### src/rtl/casez_sweep_driver.sv
// Sweep driver for the casez decoder stage: walks the 3-bit selector through all
// eight values and scores each one. Define CASEZ_SWEEP_XCHECK_EN to also score out3/out5.
module casez_sweep_driver #(
    parameter int size   = 1,
    parameter int settle = 1
) (
    input  logic            clk,
    input  logic            reset_n,
    input  logic            start,
    output logic [size-1:0] src1,
    output logic [size-1:0] src2,
    output logic [size-1:0] src3,
    input  logic [size-1:0] out1,
    input  logic [size-1:0] out2,
    input  logic [size-1:0] out3,
    input  logic [size-1:0] out4,
    input  logic [size-1:0] out5,
    output logic            busy,
    output logic            done,
    output logic            pass,
    output logic [7:0]      err_vec,
    output logic [3:0]      err_count
);

    typedef enum logic [1:0] {
        S_IDLE = 2'd0,
        S_HOLD = 2'd1,
        S_DONE = 2'd2
    } state_t;

    localparam logic [3:0] SETTLE_C = 4'(settle);

    state_t          state_q, state_d;
    logic [2:0]      vec_q, vec_d;
    logic [3:0]      hold_q, hold_d;
    logic [size-1:0] src1_q, src1_d;
    logic [size-1:0] src2_q, src2_d;
    logic [size-1:0] src3_q, src3_d;
    logic            busy_q, busy_d;
    logic            done_q, done_d;
    logic            pass_q, pass_d;
    logic [7:0]      err_vec_q, err_vec_d;
    logic [3:0]      err_count_q, err_count_d;
    logic            vec_fail;

    // Zero-extend or truncate a 3-bit reference value to the data width.
    function automatic logic [size-1:0] fit3(input logic [2:0] val);
        logic [7:0] wide;
        wide = {5'b0, val};
        return wide[size-1:0];
    endfunction

    function automatic logic [size-1:0] drive_bit(input logic b);
        logic [7:0] wide;
        wide = {7'b0, b};
        return wide[size-1:0];
    endfunction

    function automatic logic [2:0] prio_exp(input logic [2:0] v);
        logic [2:0] r;
        if (v[2])      r = 3'd0;
        else if (v[1]) r = 3'd1;
        else if (v[0]) r = 3'd2;
        else           r = 3'd3;
        return r;
    endfunction

    // An unknown operand makes the if-condition false, so x/z lands as a mismatch.
    function automatic logic differs(input logic [size-1:0] act, input logic [size-1:0] exp);
        logic m;
        m = 1'b1;
        if (act == exp) m = 1'b0;
        return m;
    endfunction

    always_comb begin
        vec_fail = 1'b0;
        if (differs(out1, fit3(vec_q)))           vec_fail = 1'b1;
        if (differs(out2, fit3(prio_exp(vec_q)))) vec_fail = 1'b1;
        if (differs(out4, fit3(prio_exp(vec_q)))) vec_fail = 1'b1;
`ifdef CASEZ_SWEEP_XCHECK_EN
        // Only rows the decoder defines for known inputs; the rest default to x.
        if (vec_q == 3'd0 && differs(out3, fit3(3'd3))) vec_fail = 1'b1;
        if (vec_q == 3'd1 && differs(out3, fit3(3'd2))) vec_fail = 1'b1;
        if (vec_q == 3'd1 && differs(out5, fit3(3'd1))) vec_fail = 1'b1;
        if (vec_q == 3'd2 && differs(out5, fit3(3'd2))) vec_fail = 1'b1;
        if (vec_q == 3'd4 && differs(out5, fit3(3'd3))) vec_fail = 1'b1;
`endif
    end

`ifndef CASEZ_SWEEP_XCHECK_EN
    logic xcheck_unused;
    assign xcheck_unused = ^{out3, out5};
`endif

    always_comb begin
        state_d     = state_q;
        vec_d       = vec_q;
        hold_d      = hold_q;
        src1_d      = src1_q;
        src2_d      = src2_q;
        src3_d      = src3_q;
        busy_d      = busy_q;
        done_d      = done_q;
        err_vec_d   = err_vec_q;
        err_count_d = err_count_q;

        case (state_q)
            S_IDLE, S_DONE: begin
                if (start) begin
                    state_d     = S_HOLD;
                    vec_d       = 3'd0;
                    hold_d      = 4'd0;
                    src1_d      = '0;
                    src2_d      = '0;
                    src3_d      = '0;
                    busy_d      = 1'b1;
                    done_d      = 1'b0;
                    err_vec_d   = 8'h00;
                    err_count_d = 4'd0;
                end
            end
            S_HOLD: begin
                if (hold_q < SETTLE_C) begin
                    hold_d = hold_q + 4'd1;
                end else begin
                    if (vec_fail) begin
                        err_vec_d   = err_vec_q | (8'b1 << vec_q);
                        err_count_d = err_count_q + 4'd1;
                    end
                    if (vec_q != 3'd7) begin
                        vec_d  = vec_q + 3'd1;
                        hold_d = 4'd0;
                        src1_d = drive_bit(vec_d[2]);
                        src2_d = drive_bit(vec_d[1]);
                        src3_d = drive_bit(vec_d[0]);
                    end else begin
                        state_d = S_DONE;
                        busy_d  = 1'b0;
                        done_d  = 1'b1;
                    end
                end
            end
            default: begin
                state_d = S_IDLE;
                busy_d  = 1'b0;
                done_d  = 1'b0;
            end
        endcase

        pass_d = done_d & (err_vec_d == 8'h00);
    end

    always_ff @(posedge clk or negedge reset_n) begin
        if (!reset_n) begin
            state_q     <= S_IDLE;
            vec_q       <= 3'd0;
            hold_q      <= 4'd0;
            src1_q      <= '0;
            src2_q      <= '0;
            src3_q      <= '0;
            busy_q      <= 1'b0;
            done_q      <= 1'b0;
            pass_q      <= 1'b0;
            err_vec_q   <= 8'h00;
            err_count_q <= 4'd0;
        end else begin
            state_q     <= state_d;
            vec_q       <= vec_d;
            hold_q      <= hold_d;
            src1_q      <= src1_d;
            src2_q      <= src2_d;
            src3_q      <= src3_d;
            busy_q      <= busy_d;
            done_q      <= done_d;
            pass_q      <= pass_d;
            err_vec_q   <= err_vec_d;
            err_count_q <= err_count_d;
        end
    end

    assign src1      = src1_q;
    assign src2      = src2_q;
    assign src3      = src3_q;
    assign busy      = busy_q;
    assign done      = done_q;
    assign pass      = pass_q;
    assign err_vec   = err_vec_q;
    assign err_count = err_count_q;

endmodule
### config.mk
export PLATFORM = sky130hd
export DESIGN_NAME = casez_sweep_driver
export DESIGN_NICKNAME = d
export VERILOG_FILES = /design/src/rtl/casez_sweep_driver.sv
export SDC_FILE = /design/constraint.sdc
export NUM_CORES = 1
export LEC_CHECK = 0
export ABC_AREA = 0
export BUFFER_PORTS_ARGS = -buffer_cell sky130_fd_sc_hd__buf_2
export CAP_MARGIN = 20
export CORE_MARGIN = 5
export CORE_UTILIZATION = 30
export CTS_CLUSTER_SIZE = 14
export DETAILED_ROUTE_END_ITERATION = 6
export PLACE_DENSITY_LB_ADDON = 0.15
export SKIP_CTS_REPAIR_TIMING = 1
export SLEW_MARGIN = 0
export SYNTH_ARGS = -nofsm -noshare
export SYNTH_HDL_FRONTEND = slang
export SYNTH_SLANG_ARGS = --single-unit
### constraint.sdc
create_clock -name clk -period 3.2 [get_ports clk]
set_input_delay 0.64 -clock clk [delete_from_list [all_inputs] [get_ports clk]]
set_output_delay 0.64 -clock clk [all_outputs]
set_load 0.03 [all_outputs]
=== Word-level counts from Yosys, hierarchy flattened ===
Index checks and enable logic that the tools add are counted.

* Input bits: 8
* Word-level logic and storage cells: 81
* Register bits: 27
* Output and inout bits: 18

* Shift-type cells: 1
* Bitwise logic cells: 2
* Muxes and demuxes: 43
* Order comparisons: 1
* Reductions and logical operators: 8
* Equal/unequal tests: 12
* $add $sub $neg: 3

{| class="wikitable"
|+ Operator list
! kind !! number
|-
| 2-to-1 mux 8 bit || 3
|-
| 2-to-1 mux 4 bit || 5
|-
| 2-to-1 mux 1 bit || 19
|-
| one-hot mux 4 bit (2 select lines) || 2
|-
| one-hot mux 8 bit (2 select lines) || 1
|-
| inequality test 2 bit (second input constant) || 5
|-
| one-hot mux 1 bit (2 select lines) || 5
|-
| 2-to-1 mux 3 bit || 3
|-
| adder 4 x 1 -> 4 bit (second input constant) || 2
|-
| logical NOT 8 bit || 1
|-
| bitwise OR 8 bit || 1
|-
| AND reduction 4 bit || 2
|-
| << shifter 1 x 3 -> 8 bit (first input constant) || 1
|-
| 2-to-1 mux 2 bit || 3
|-
| inequality test 3 bit (second input constant) || 2
|-
| one-hot mux 3 bit (2 select lines) || 1
|-
| AND reduction 3 bit || 2
|-
| < comparator 4 x 1 -> 1 bit (second input constant) || 1
|-
| one-hot mux 2 bit (2 select lines) || 1
|-
| adder 3 x 1 -> 3 bit (second input constant) || 1
|-
| == test 1 bit || 3
|-
| == test 2 x 1 -> 1 bit (second input constant) || 1
|-
| == test 2 bit (second input constant) || 1
|-
| logical NOT 2 bit || 1
|-
| 3 further kinds || 3
|}

=== Depth between registers and ports, before layout ===
Gate-level depths: netlist of run 1.

* Depth in word-level cells: 11
* Depth in mapped cells: 8
* Mapped depth without buffers: 7

=== Least setup slack after synthesis of run 1 ===
Ideal clock, no wire load.

* Kind: reg2reg
* Start: reg, netlist name src2
* End: reg err_vec_q[4] (netlist: err_vec[4])
* Path buffers: 1
* Cell stages (with the launch flop): 7
* Required time: 3.078 ns
* Arrival time: 1.828 ns
* Library setup time: 0.122 ns
* Clock period less this slack: 1.949 ns
* Setup slack: 1.251 ns
* Path through: dfrtp_1 > inv_1 > ha_1 > o32a_1 > o211a_1 > buf_6 > a32o_1

{| class="wikitable"
|+ RTL lines
! element !! RTL line !! text
|-
| end signal, assigned || 177 || <nowiki>err_vec_q <= err_vec_d;</nowiki>
|-
| end, declared || 42 || <nowiki>logic [7:0] err_vec_q, err_vec_d;</nowiki>
|}

==> report_table.html, run 1 <==
<table>
<tr><th>Metric</th><th>Value</th></tr>
<tr><th colspan="2">Yosys</th></tr>
<tr><td>Largest area contributor in the synthesized netlist</td><td>sky130_fd_sc_hd__dfrtp_1</td></tr>
<tr><td>Most used DFF post-synth</td><td>sky130_fd_sc_hd__dfrtp_1</td></tr>
<tr><td>Simple-Gate Fraction of Synth Area</td><td>16.7%</td></tr>
<tr><td>Syn_area_per_cell</td><td>10.8 µm²</td></tr>
<tr><td>Cell area after synthesis</td><td>0.00115 mm²</td></tr>
<tr><td>Commonest cells post-synth</td><td>24 x sky130_fd_sc_hd__dfrtp_1, 13 x sky130_fd_sc_hd__nand2_1, 9 x sky130_fd_sc_hd__ha_1</td></tr>
<tr><td>Gate Count Post-Synth</td><td>107</td></tr>
<tr><td>Synthesized-area fraction occupied by xor and xnor cells</td><td>0.759%</td></tr>
<tr><td>Share of the yosys chip area belonging to registers</td><td>52.1%</td></tr>
<tr><td>Fraction of post-synthesis cell area in the top cell type by area</td><td>52.1%</td></tr>
<tr><td>Net count of the mapped netlist</td><td>124</td></tr>
<tr><td>Share of synthesized area spent on multiplexers</td><td>3.58%</td></tr>
<tr><td>Number of warnings printed during yosys synthesis</td><td>0</td></tr>
<tr><td>Async SR Flop Fraction</td><td>100%</td></tr>
<tr><td>Number of distinct library cells after synthesis</td><td>28</td></tr>
<tr><td>Share of synthesized cell area in full adder, half adder and majority cells</td><td>9.76%</td></tr>
<tr><td>Main combinational cell family by area after synthesis</td><td>simple AND/OR/NAND/NOR gates</td></tr>
<tr><td>Post-synth EDFFs</td><td>0</td></tr>
<tr><td>FF+latch count, synth</td><td>24</td></tr>
<tr><td>Dominant cell by count in the synthesized netlist</td><td>sky130_fd_sc_hd__dfrtp_1</td></tr>
<tr><td>Synthesized-area fraction occupied by ao, oa, aoi and oai cells</td><td>13.4%</td></tr>
<tr><td>Largest cells by area after synthesis</td><td>sky130_fd_sc_hd__dfrtp_1 52%, sky130_fd_sc_hd__ha_1 9.8%, sky130_fd_sc_hd__a22o_1 4.6%</td></tr>
<tr><th colspan="2">Floorplan</th></tr>
<tr><td>Starting utilization of the core area</td><td>31.3%</td></tr>
<tr><td>Die W</td><td>72.0 µm</td></tr>
<tr><td>Cell Rows</td><td>22</td></tr>
<tr><td>Floorplan die area</td><td>0.00519 mm²</td></tr>
<tr><td>Placeable core region</td><td>0.00369 mm²</td></tr>
<tr><td>I/O pins</td><td>26</td></tr>
<tr><td>Overall die height</td><td>72.0 µm</td></tr>
<tr><th colspan="2">CTS</th></tr>
<tr><td>CTS H-Tree Depth</td><td>1</td></tr>
<tr><td>Longest Clk Path Bufs</td><td>2</td></tr>
<tr><td>TritonCTS clock tree</td><td>yes</td></tr>
<tr><td>Root buffer cell</td><td>sky130_fd_sc_hd__clkbuf_8</td></tr>
<tr><td>CTS Buf Count</td><td>3</td></tr>
<tr><td>Worst skew pair latency</td><td>0.26 ns</td></tr>
<tr><td>Clock Sink Count</td><td>24</td></tr>
<tr><td>Register clock-pin slew on the reported worst setup and hold paths</td><td>0.08 ns</td></tr>
<tr><th colspan="2">Global routing</th></tr>
<tr><td>Vias in the first global route</td><td>878</td></tr>
<tr><td>Total routing resource utilization after global routing</td><td>10.0%</td></tr>
<tr><td>Total overflow reported by the global router</td><td>0</td></tr>
<tr><td>Antenna violations before repair</td><td>0</td></tr>
<tr><td>Global-route wire length before repair</td><td>4160 µm</td></tr>
<tr><td>Largest net degree at the start of global routing</td><td>25</td></tr>
<tr><th colspan="2">Power and ir drop</th></tr>
<tr><td>Switching power share of the total</td><td>44.2%</td></tr>
<tr><td>Power per standard cell area</td><td>1080 mW/mm²</td></tr>
<tr><td>Post-layout total power</td><td>1.50 mW</td></tr>
<tr><td>Static Leakage</td><td>0.712 nW</td></tr>
<tr><td>VDD IR-drop max</td><td>0.000257 V</td></tr>
<tr><td>NetSw</td><td>0.660 mW</td></tr>
<tr><td>Sequential share of power</td><td>35.2%</td></tr>
<tr><td>Clock share of power</td><td>17.5%</td></tr>
<tr><td>Internal power contribution</td><td>0.835 mW</td></tr>
<tr><td>Comb pwr share</td><td>47.3%</td></tr>
<tr><th colspan="2">STA</th></tr>
<tr><td>Worst Clk Skew</td><td>0.00334 ns</td></tr>
<tr><td>Unrepaired setup endpoints after global routing</td><td>no</td></tr>
<tr><td>Slew at the pin closest to its max-slew limit</td><td>0.642 ns</td></tr>
<tr><td>Part of the cycle the worst path needs</td><td>63.0%</td></tr>
<tr><td>Timing-limited maximum frequency</td><td>496 MHz</td></tr>
<tr><td>Post-route setup slack</td><td>1.18 ns</td></tr>
<tr><td>Worst relative slew slack</td><td>57.2%</td></tr>
<tr><td>Total negative slack for setup checks</td><td>0 ns</td></tr>
<tr><td>Count of pins over their slew limit</td><td>0</td></tr>
<tr><td>Setup violators final</td><td>0</td></tr>
<tr><td>Clock period minus worst slack</td><td>2.02 ns</td></tr>
<tr><td>Final hold vios</td><td>0</td></tr>
<tr><th colspan="2">Worst setup path</th></tr>
<tr><td>Beginning of the worst register-to-register path</td><td>src2</td></tr>
<tr><td>Maximum fanout count along the critical path</td><td>11</td></tr>
<tr><td>Start point of the critical path</td><td>src2</td></tr>
<tr><td>Worst Setup Path Type</td><td>reg2reg</td></tr>
<tr><td>Arrival time at the worst endpoint</td><td>2.18 ns</td></tr>
<tr><td>Req. time, crit path</td><td>3.36 ns</td></tr>
<tr><td>Critical Path Sink Type</td><td>flop</td></tr>
<tr><td>Critical Path Source Type</td><td>flop</td></tr>
<tr><th colspan="2">Detailed routing</th></tr>
<tr><td>Via/cell ratio</td><td>4.80</td></tr>
<tr><td>Final antenna-violating net count</td><td>0</td></tr>
<tr><td>Average detailed-routed wire length per instance</td><td>13.0 µm</td></tr>
<tr><td>Total number of vias</td><td>860</td></tr>
<tr><td>Number of design-rule violations left by the first detailed-router iteration</td><td>47</td></tr>
<tr><td>Drt drc</td><td>0</td></tr>
<tr><td>DRT Pass-1 Iters</td><td>4</td></tr>
<tr><td>Total wire length</td><td>2320 µm</td></tr>
<tr><th colspan="2">Run</th></tr>
<tr><td>Number of max-capacitance violations reported</td><td>0</td></tr>
<tr><th colspan="2">Placed design</th></tr>
<tr><td>Worst-case setup slack after placement</td><td>1.18 ns</td></tr>
<tr><td>Area after DPL</td><td>0.00131 mm²</td></tr>
<tr><td>Dpl hpwl</td><td>1760 µm</td></tr>
<tr><td>Gpl congestion</td><td>0.697</td></tr>
<tr><td>Count of buffers inserted at the top-level ports</td><td>23</td></tr>
<tr><th colspan="2">Final layout</th></tr>
<tr><td>Layout cell share with drive strength beyond 1</td><td>21.4%</td></tr>
<tr><td>Net count of the finished layout</td><td>149</td></tr>
<tr><td>Antenna cell count</td><td>0</td></tr>
<tr><td>Design Area, Final</td><td>0.00138 mm²</td></tr>
<tr><td>Signed area change from the synthesized netlist to the final layout</td><td>19.6%</td></tr>
<tr><th colspan="2">Hold path</th></tr>
<tr><td>Hold/Removal Path Class</td><td>in2async</td></tr>
<tr><th colspan="2">Outcome</th></tr>
<tr><td>Outcome</td><td>finished, final reports clean</td></tr>
</table>
==> cell type report <==
class,instances,area [µm²]
Clock inverter,1,30.0
Fill cell,394,2310
Inverter,6,22.5
Tap cell,48,60.1
Timing Repair Buffer,23,115
Multi-Input combinational cell,74,510
Sequential cell,24,601
Clock buffer,3,41.3
==> worst max-delay path, cell delays in order, from the launching register on <==
cell	delay, ns
sky130_fd_sc_hd__dfrtp_1	0.43
sky130_fd_sc_hd__inv_1	0.08
sky130_fd_sc_hd__ha_1	0.27
sky130_fd_sc_hd__o32a_1	0.36
sky130_fd_sc_hd__o211a_1	0.34
sky130_fd_sc_hd__and2_1	0.25
sky130_fd_sc_hd__a22o_1	0.18
==> state kept, by name, indices dropped and copies added, names as in the netlist <==
signal	count
done	1
busy	1
pass	1
hold_q	4
src2	1
src1	1
err_vec	8
state_q	2
err_count	4
src3	1
==> path summary, 6_finish.rpt <==
path | to | slack, ns | depth (start not counted)
setup / recovery | err_vec[1] | 1.18 | 6
hold / removal | err_vec[1] | 0.35 | 1
setup reg to reg | err_vec[1] | 1.18 | 6
hold reg to reg | hold_q[3] | 0.50 | 1
max in group asynchronous | hold_q[1] | 2.50 | 1
min in group clk | hold_q[3] | 0.50 | 1
==> metal layers <==
layer | up-vias | global-route usage (%) | wire (µm)
met5 | - | 0 | 0
met4 | 0 | 3.76 | 36
met3 | 4 | 2.22 | 137
met2 | 19 | 16.1 | 1080
met1 | 414 | 13.2 | 1070
li1 | 423 | - | -
==> cell families after synthesis <==
logic type / Yosys count
AOI/OAI and AO/OA: 21
xor gates and xnor gates: 1
DFF: 24
and+or+nand+nor: 39
muxes: 4
adders and majority gates: 9
buffers and inverters: 9
==> metrics by stage <==
stage	hold slack (ns)	cells	utilization, %
after floorplan	0.344	107	-
after global placement	0.476	175	35.5
after detailed placement	0.482	175	35.5
after CTS	0.359	179	37.4
after global routing	0.404	179	37.4
final	0.346	179	37.4
==> cell usage in the layout, fill, tap and decap left out <==
master,instances
sky130_fd_sc_hd__a21oi_1,1
sky130_fd_sc_hd__a22o_1,6
sky130_fd_sc_hd__a32o_1,3
sky130_fd_sc_hd__and2_1,2
sky130_fd_sc_hd__and4_1,1
sky130_fd_sc_hd__buf_2,23
sky130_fd_sc_hd__bufinv_16,1
sky130_fd_sc_hd__clkbuf_8,3
sky130_fd_sc_hd__dfrtp_1,24
sky130_fd_sc_hd__ha_1,9
sky130_fd_sc_hd__inv_1,6
sky130_fd_sc_hd__mux2_2,1
sky130_fd_sc_hd__mux2i_1,3
sky130_fd_sc_hd__nand2_1,13
sky130_fd_sc_hd__nand2b_1,4
sky130_fd_sc_hd__nand3_1,5
sky130_fd_sc_hd__nand3b_1,1
sky130_fd_sc_hd__nand4_1,1
sky130_fd_sc_hd__nor2_1,7
sky130_fd_sc_hd__nor2b_1,2
sky130_fd_sc_hd__nor4_1,2
sky130_fd_sc_hd__o211a_1,1
sky130_fd_sc_hd__o21ai_0,7
sky130_fd_sc_hd__o21ai_1,1
sky130_fd_sc_hd__o21bai_1,1
sky130_fd_sc_hd__o32a_1,1
sky130_fd_sc_hd__or4_1,1
sky130_fd_sc_hd__xor2_1,1
==> power by group through the flow <==
| stage | combinational (mW) | sequential [mW] | clock, mW |
|---|---|---|---|
| after floorplan | 0.372 | 0.697 | 0 |
| after global placement | 0.714 | 0.529 | 0 |
| after detailed placement | 0.717 | 0.535 | 0 |
| after CTS | 0.719 | 0.529 | 0.273 |
| after global routing | 0.797 | 0.550 | 0.283 |
| final | 0.707 | 0.526 | 0.262 |
Note: power is estimated with default switching activity, not from simulation.
==> inputs of run 2 (changes only) <==
clock period = 2 ns   (was 3.2 ns; I/O delays follow)
==> run 2 against run 1 <==
  * Critical path depth is the same
  * Cell area is essentially flat
  * Sequential power grew 56%
  * Routed wire length grew 3.1%
  * Non-clock buffer count grew 2
  * Global-route usage grew 0.24 points
  * Utilization is essentially flat
  * Clock power grew 25%
  * Combinational power grew 68%
  * Largest cell class unchanged
  * Largest power group unchanged
==> report_table.html, run 2 (synthesis results as in run 1) <==
<table>
<tr><th>Metric</th><th>Value</th></tr>
<tr><th colspan="2">Outcome</th></tr>
<tr><td>Outcome</td><td>finished, final reports clean</td></tr>
<tr><th colspan="2">STA</th></tr>
<tr><td>Timing-limited maximum frequency</td><td>535 MHz (+7.9%)</td></tr>
<tr><td>Setup violators final</td><td>0 (unchanged)</td></tr>
<tr><td>Worst relative slew slack</td><td>58.2% (+1.0 points)</td></tr>
<tr><td>Total negative slack for setup checks</td><td>0 ns (unchanged)</td></tr>
<tr><td>Final hold vios</td><td>0 (unchanged)</td></tr>
<tr><td>Slew at the pin closest to its max-slew limit</td><td>0.626 ns (-0.0152 ns)</td></tr>
<tr><td>Worst-case hold slack</td><td>0.102 ns (-0.244 ns)</td></tr>
<tr><td>Clock period minus worst slack</td><td>1.87 ns (-0.147 ns)</td></tr>
<tr><td>Part of the cycle the worst path needs</td><td>93.5% (+30 points)</td></tr>
<tr><td>Unrepaired setup endpoints after global routing</td><td>no</td></tr>
<tr><td>Worst Clk Skew</td><td>0.00187 ns (-0.00147 ns)</td></tr>
<tr><td>Count of pins over their slew limit</td><td>0 (unchanged)</td></tr>
<tr><th colspan="2">Detailed routing</th></tr>
<tr><td>Via/cell ratio</td><td>4.75 (-1.1%)</td></tr>
<tr><td>Final antenna-violating net count</td><td>0 (unchanged)</td></tr>
<tr><td>Total number of vias</td><td>860 (unchanged)</td></tr>
<tr><td>Drt drc</td><td>0 (unchanged)</td></tr>
<tr><td>Average detailed-routed wire length per instance</td><td>13.2 µm (+2.0%)</td></tr>
<tr><td>Total wire length</td><td>2390 µm (+3.1%)</td></tr>
<tr><td>Number of design-rule violations left by the first detailed-router iteration</td><td>44 (-6.4%)</td></tr>
<tr><td>DRT Pass-1 Iters</td><td>2 (-2)</td></tr>
<tr><th colspan="2">CTS</th></tr>
<tr><td>Longest Clk Path Bufs</td><td>2 (unchanged)</td></tr>
<tr><td>Worst skew pair latency</td><td>0.26 ns (about the same)</td></tr>
<tr><td>CTS Buf Count</td><td>3 (unchanged)</td></tr>
<tr><td>CTS H-Tree Depth</td><td>1 (unchanged)</td></tr>
<tr><td>Clock Sink Count</td><td>24 (unchanged)</td></tr>
<tr><td>TritonCTS clock tree</td><td>yes</td></tr>
<tr><td>Root buffer cell</td><td>sky130_fd_sc_hd__clkbuf_8</td></tr>
<tr><td>Register clock-pin slew on the reported worst setup and hold paths</td><td>0.08 ns (about the same)</td></tr>
<tr><th colspan="2">Placed design</th></tr>
<tr><td>Placed insts</td><td>177 (+1.1%)</td></tr>
<tr><td>Count of buffers inserted at the top-level ports</td><td>23 (unchanged)</td></tr>
<tr><td>Gpl congestion</td><td>0.713 (+2.3%)</td></tr>
<tr><td>Dpl hpwl</td><td>1810 µm (+2.9%)</td></tr>
<tr><th colspan="2">Floorplan</th></tr>
<tr><td>Overall die height</td><td>72.0 µm (unchanged)</td></tr>
<tr><td>I/O pins</td><td>26 (unchanged)</td></tr>
<tr><td>Cell Rows</td><td>22 (unchanged)</td></tr>
<tr><td>Die W</td><td>72.0 µm (unchanged)</td></tr>
<tr><td>Starting utilization of the core area</td><td>31.3% (unchanged)</td></tr>
<tr><td>Placeable core region</td><td>0.00369 mm² (unchanged)</td></tr>
<tr><td>Floorplan die area</td><td>0.00519 mm² (unchanged)</td></tr>
<tr><th colspan="2">Power and ir drop</th></tr>
<tr><td>VDD IR-drop max</td><td>0.000467 V (+82%)</td></tr>
<tr><td>Power per standard cell area</td><td>1700 mW/mm² (+57%)</td></tr>
<tr><td>Static Leakage</td><td>0.710 nW (-0.29%)</td></tr>
<tr><th colspan="2">Worst setup path</th></tr>
<tr><td>Critical Path Source Type</td><td>flop</td></tr>
<tr><td>R2R setup slack</td><td>0.13 ns (-1.05 ns)</td></tr>
<tr><td>Cell class contributing the biggest share of worst-path delay</td><td>compound AO/OA/AOI/OAI gates</td></tr>
<tr><td>Worst Setup Path Type</td><td>reg2reg</td></tr>
<tr><td>Arrival time at the worst endpoint</td><td>2.02 ns (-0.16 ns)</td></tr>
<tr><td>Cell with the largest stage delay on the worst path</td><td>sky130_fd_sc_hd__o32a_1</td></tr>
<tr><td>Critical Path Sink Type</td><td>flop</td></tr>
<tr><td>Req. time, crit path</td><td>2.16 ns (-1.20 ns)</td></tr>
<tr><td>Maximum fanout count along the critical path</td><td>11 (unchanged)</td></tr>
<tr><td>Buffers and inverters on the worst path</td><td>1 (unchanged)</td></tr>
<tr><td>Max incr delay on CP</td><td>0.36 ns (-0.07 ns)</td></tr>
<tr><td>Cells along the critical path</td><td>inv_1 &gt; ha_1 &gt; o32a_1 &gt; o211a_2 &gt; and2_1 &gt; a22o_1</td></tr>
<tr><th colspan="2">Global routing</th></tr>
<tr><td>Total overflow reported by the global router</td><td>0 (unchanged)</td></tr>
<tr><td>Largest net degree at the start of global routing</td><td>25 (unchanged)</td></tr>
<tr><td>Antenna violations before repair</td><td>0 (unchanged)</td></tr>
<tr><td>Total routing resource utilization after global routing</td><td>10.3% (+0.24 points)</td></tr>
<tr><td>Global-route wire length before repair</td><td>4090 µm (-1.7%)</td></tr>
<tr><td>Vias in the first global route</td><td>877 (-0.11%)</td></tr>
<tr><th colspan="2">Final layout</th></tr>
<tr><td>Net count of the finished layout</td><td>151 (+1.3%)</td></tr>
<tr><td>Antenna cell count</td><td>0 (unchanged)</td></tr>
<tr><td>Signed area change from the synthesized netlist to the final layout</td><td>19.5% (about the same)</td></tr>
<tr><td>Most common cell after layout, fill and taps aside</td><td>sky130_fd_sc_hd__dfrtp_1</td></tr>
<tr><td>Layout cell share with drive strength beyond 1</td><td>23.3% (+1.9 points)</td></tr>
<tr><td>Most frequent cells in the layout</td><td>24 x sky130_fd_sc_hd__dfrtp_1, 23 x sky130_fd_sc_hd__buf_2, 13 x sky130_fd_sc_hd__nand2_1, 9 x sky130_fd_sc_hd__ha_1</td></tr>
<tr><td>Final cell count without fillers</td><td>181 (+1.1%)</td></tr>
<tr><td>Max reg flops</td><td>8 (unchanged)</td></tr>
<tr><th colspan="2">Run</th></tr>
<tr><td>Number of max-capacitance violations reported</td><td>0 (unchanged)</td></tr>
<tr><th colspan="2">Hold path</th></tr>
<tr><td>Hold/Removal Path Class</td><td>in2async</td></tr>
</table>
## run 2: area by class of cell
type / count / area [µm²]
clock buffers: 4 / 55.1
repair buffers: 25 / 130
well taps: 48 / 60.1
multi-input cells: 74 / 510
fillers: 405 / 2310
flip-flops and latches: 24 / 601
inverters: 6 / 22.5
## run 2: worst reg2reg max path: stages, from the launching register on
cell and delay [ns]:
sky130_fd_sc_hd__dfrtp_1 0.35, sky130_fd_sc_hd__inv_1 0.06, sky130_fd_sc_hd__ha_1 0.26, sky130_fd_sc_hd__o32a_1 0.36, sky130_fd_sc_hd__o211a_2 0.33, sky130_fd_sc_hd__and2_1 0.21, sky130_fd_sc_hd__a22o_1 0.19
## run 2: worst paths after layout
check	start	end	cells after the start
min in group clk	start	busy	3
min	reset_n	state_q[1]	1
max in group asynchronous	reset_n	err_vec[4]	1
max	src2	err_vec[2]	6
min reg2reg	hold_q[3]	hold_q[3]	1
max reg2reg	src2	err_vec[2]	6
## run 2: where the power goes
group | internal, mW | switching [mW]
Clock | 0.176 | 0.151
Sequential | 0.669 | 0.152
Combinational | 0.431 | 0.764
Total | 1.27 | 1.07
## run 2: metrics by stage
step	power [mW]	util (%)	cell area (µm²)	worst slack [ns]
global placement	2.02	35.9	1320	0.105
detailed placement	2.04	35.9	1320	0.0796
global route	2.56	37.4	1380	0.0323
finish	2.34	37.4	1380	0.131
floorplan	1.71	-	1150	0.0509
CTS	2.39	37.4	1380	0.0612
## run 2: layer usage
metal,vias up,part of all wire (%),track usage [%]
met5,-,0,0
met1,414,47,13.4
met2,17,46,16.1
li1,425,-,-
met3,4,4.9,1.80
met4,0,2.2,5.64
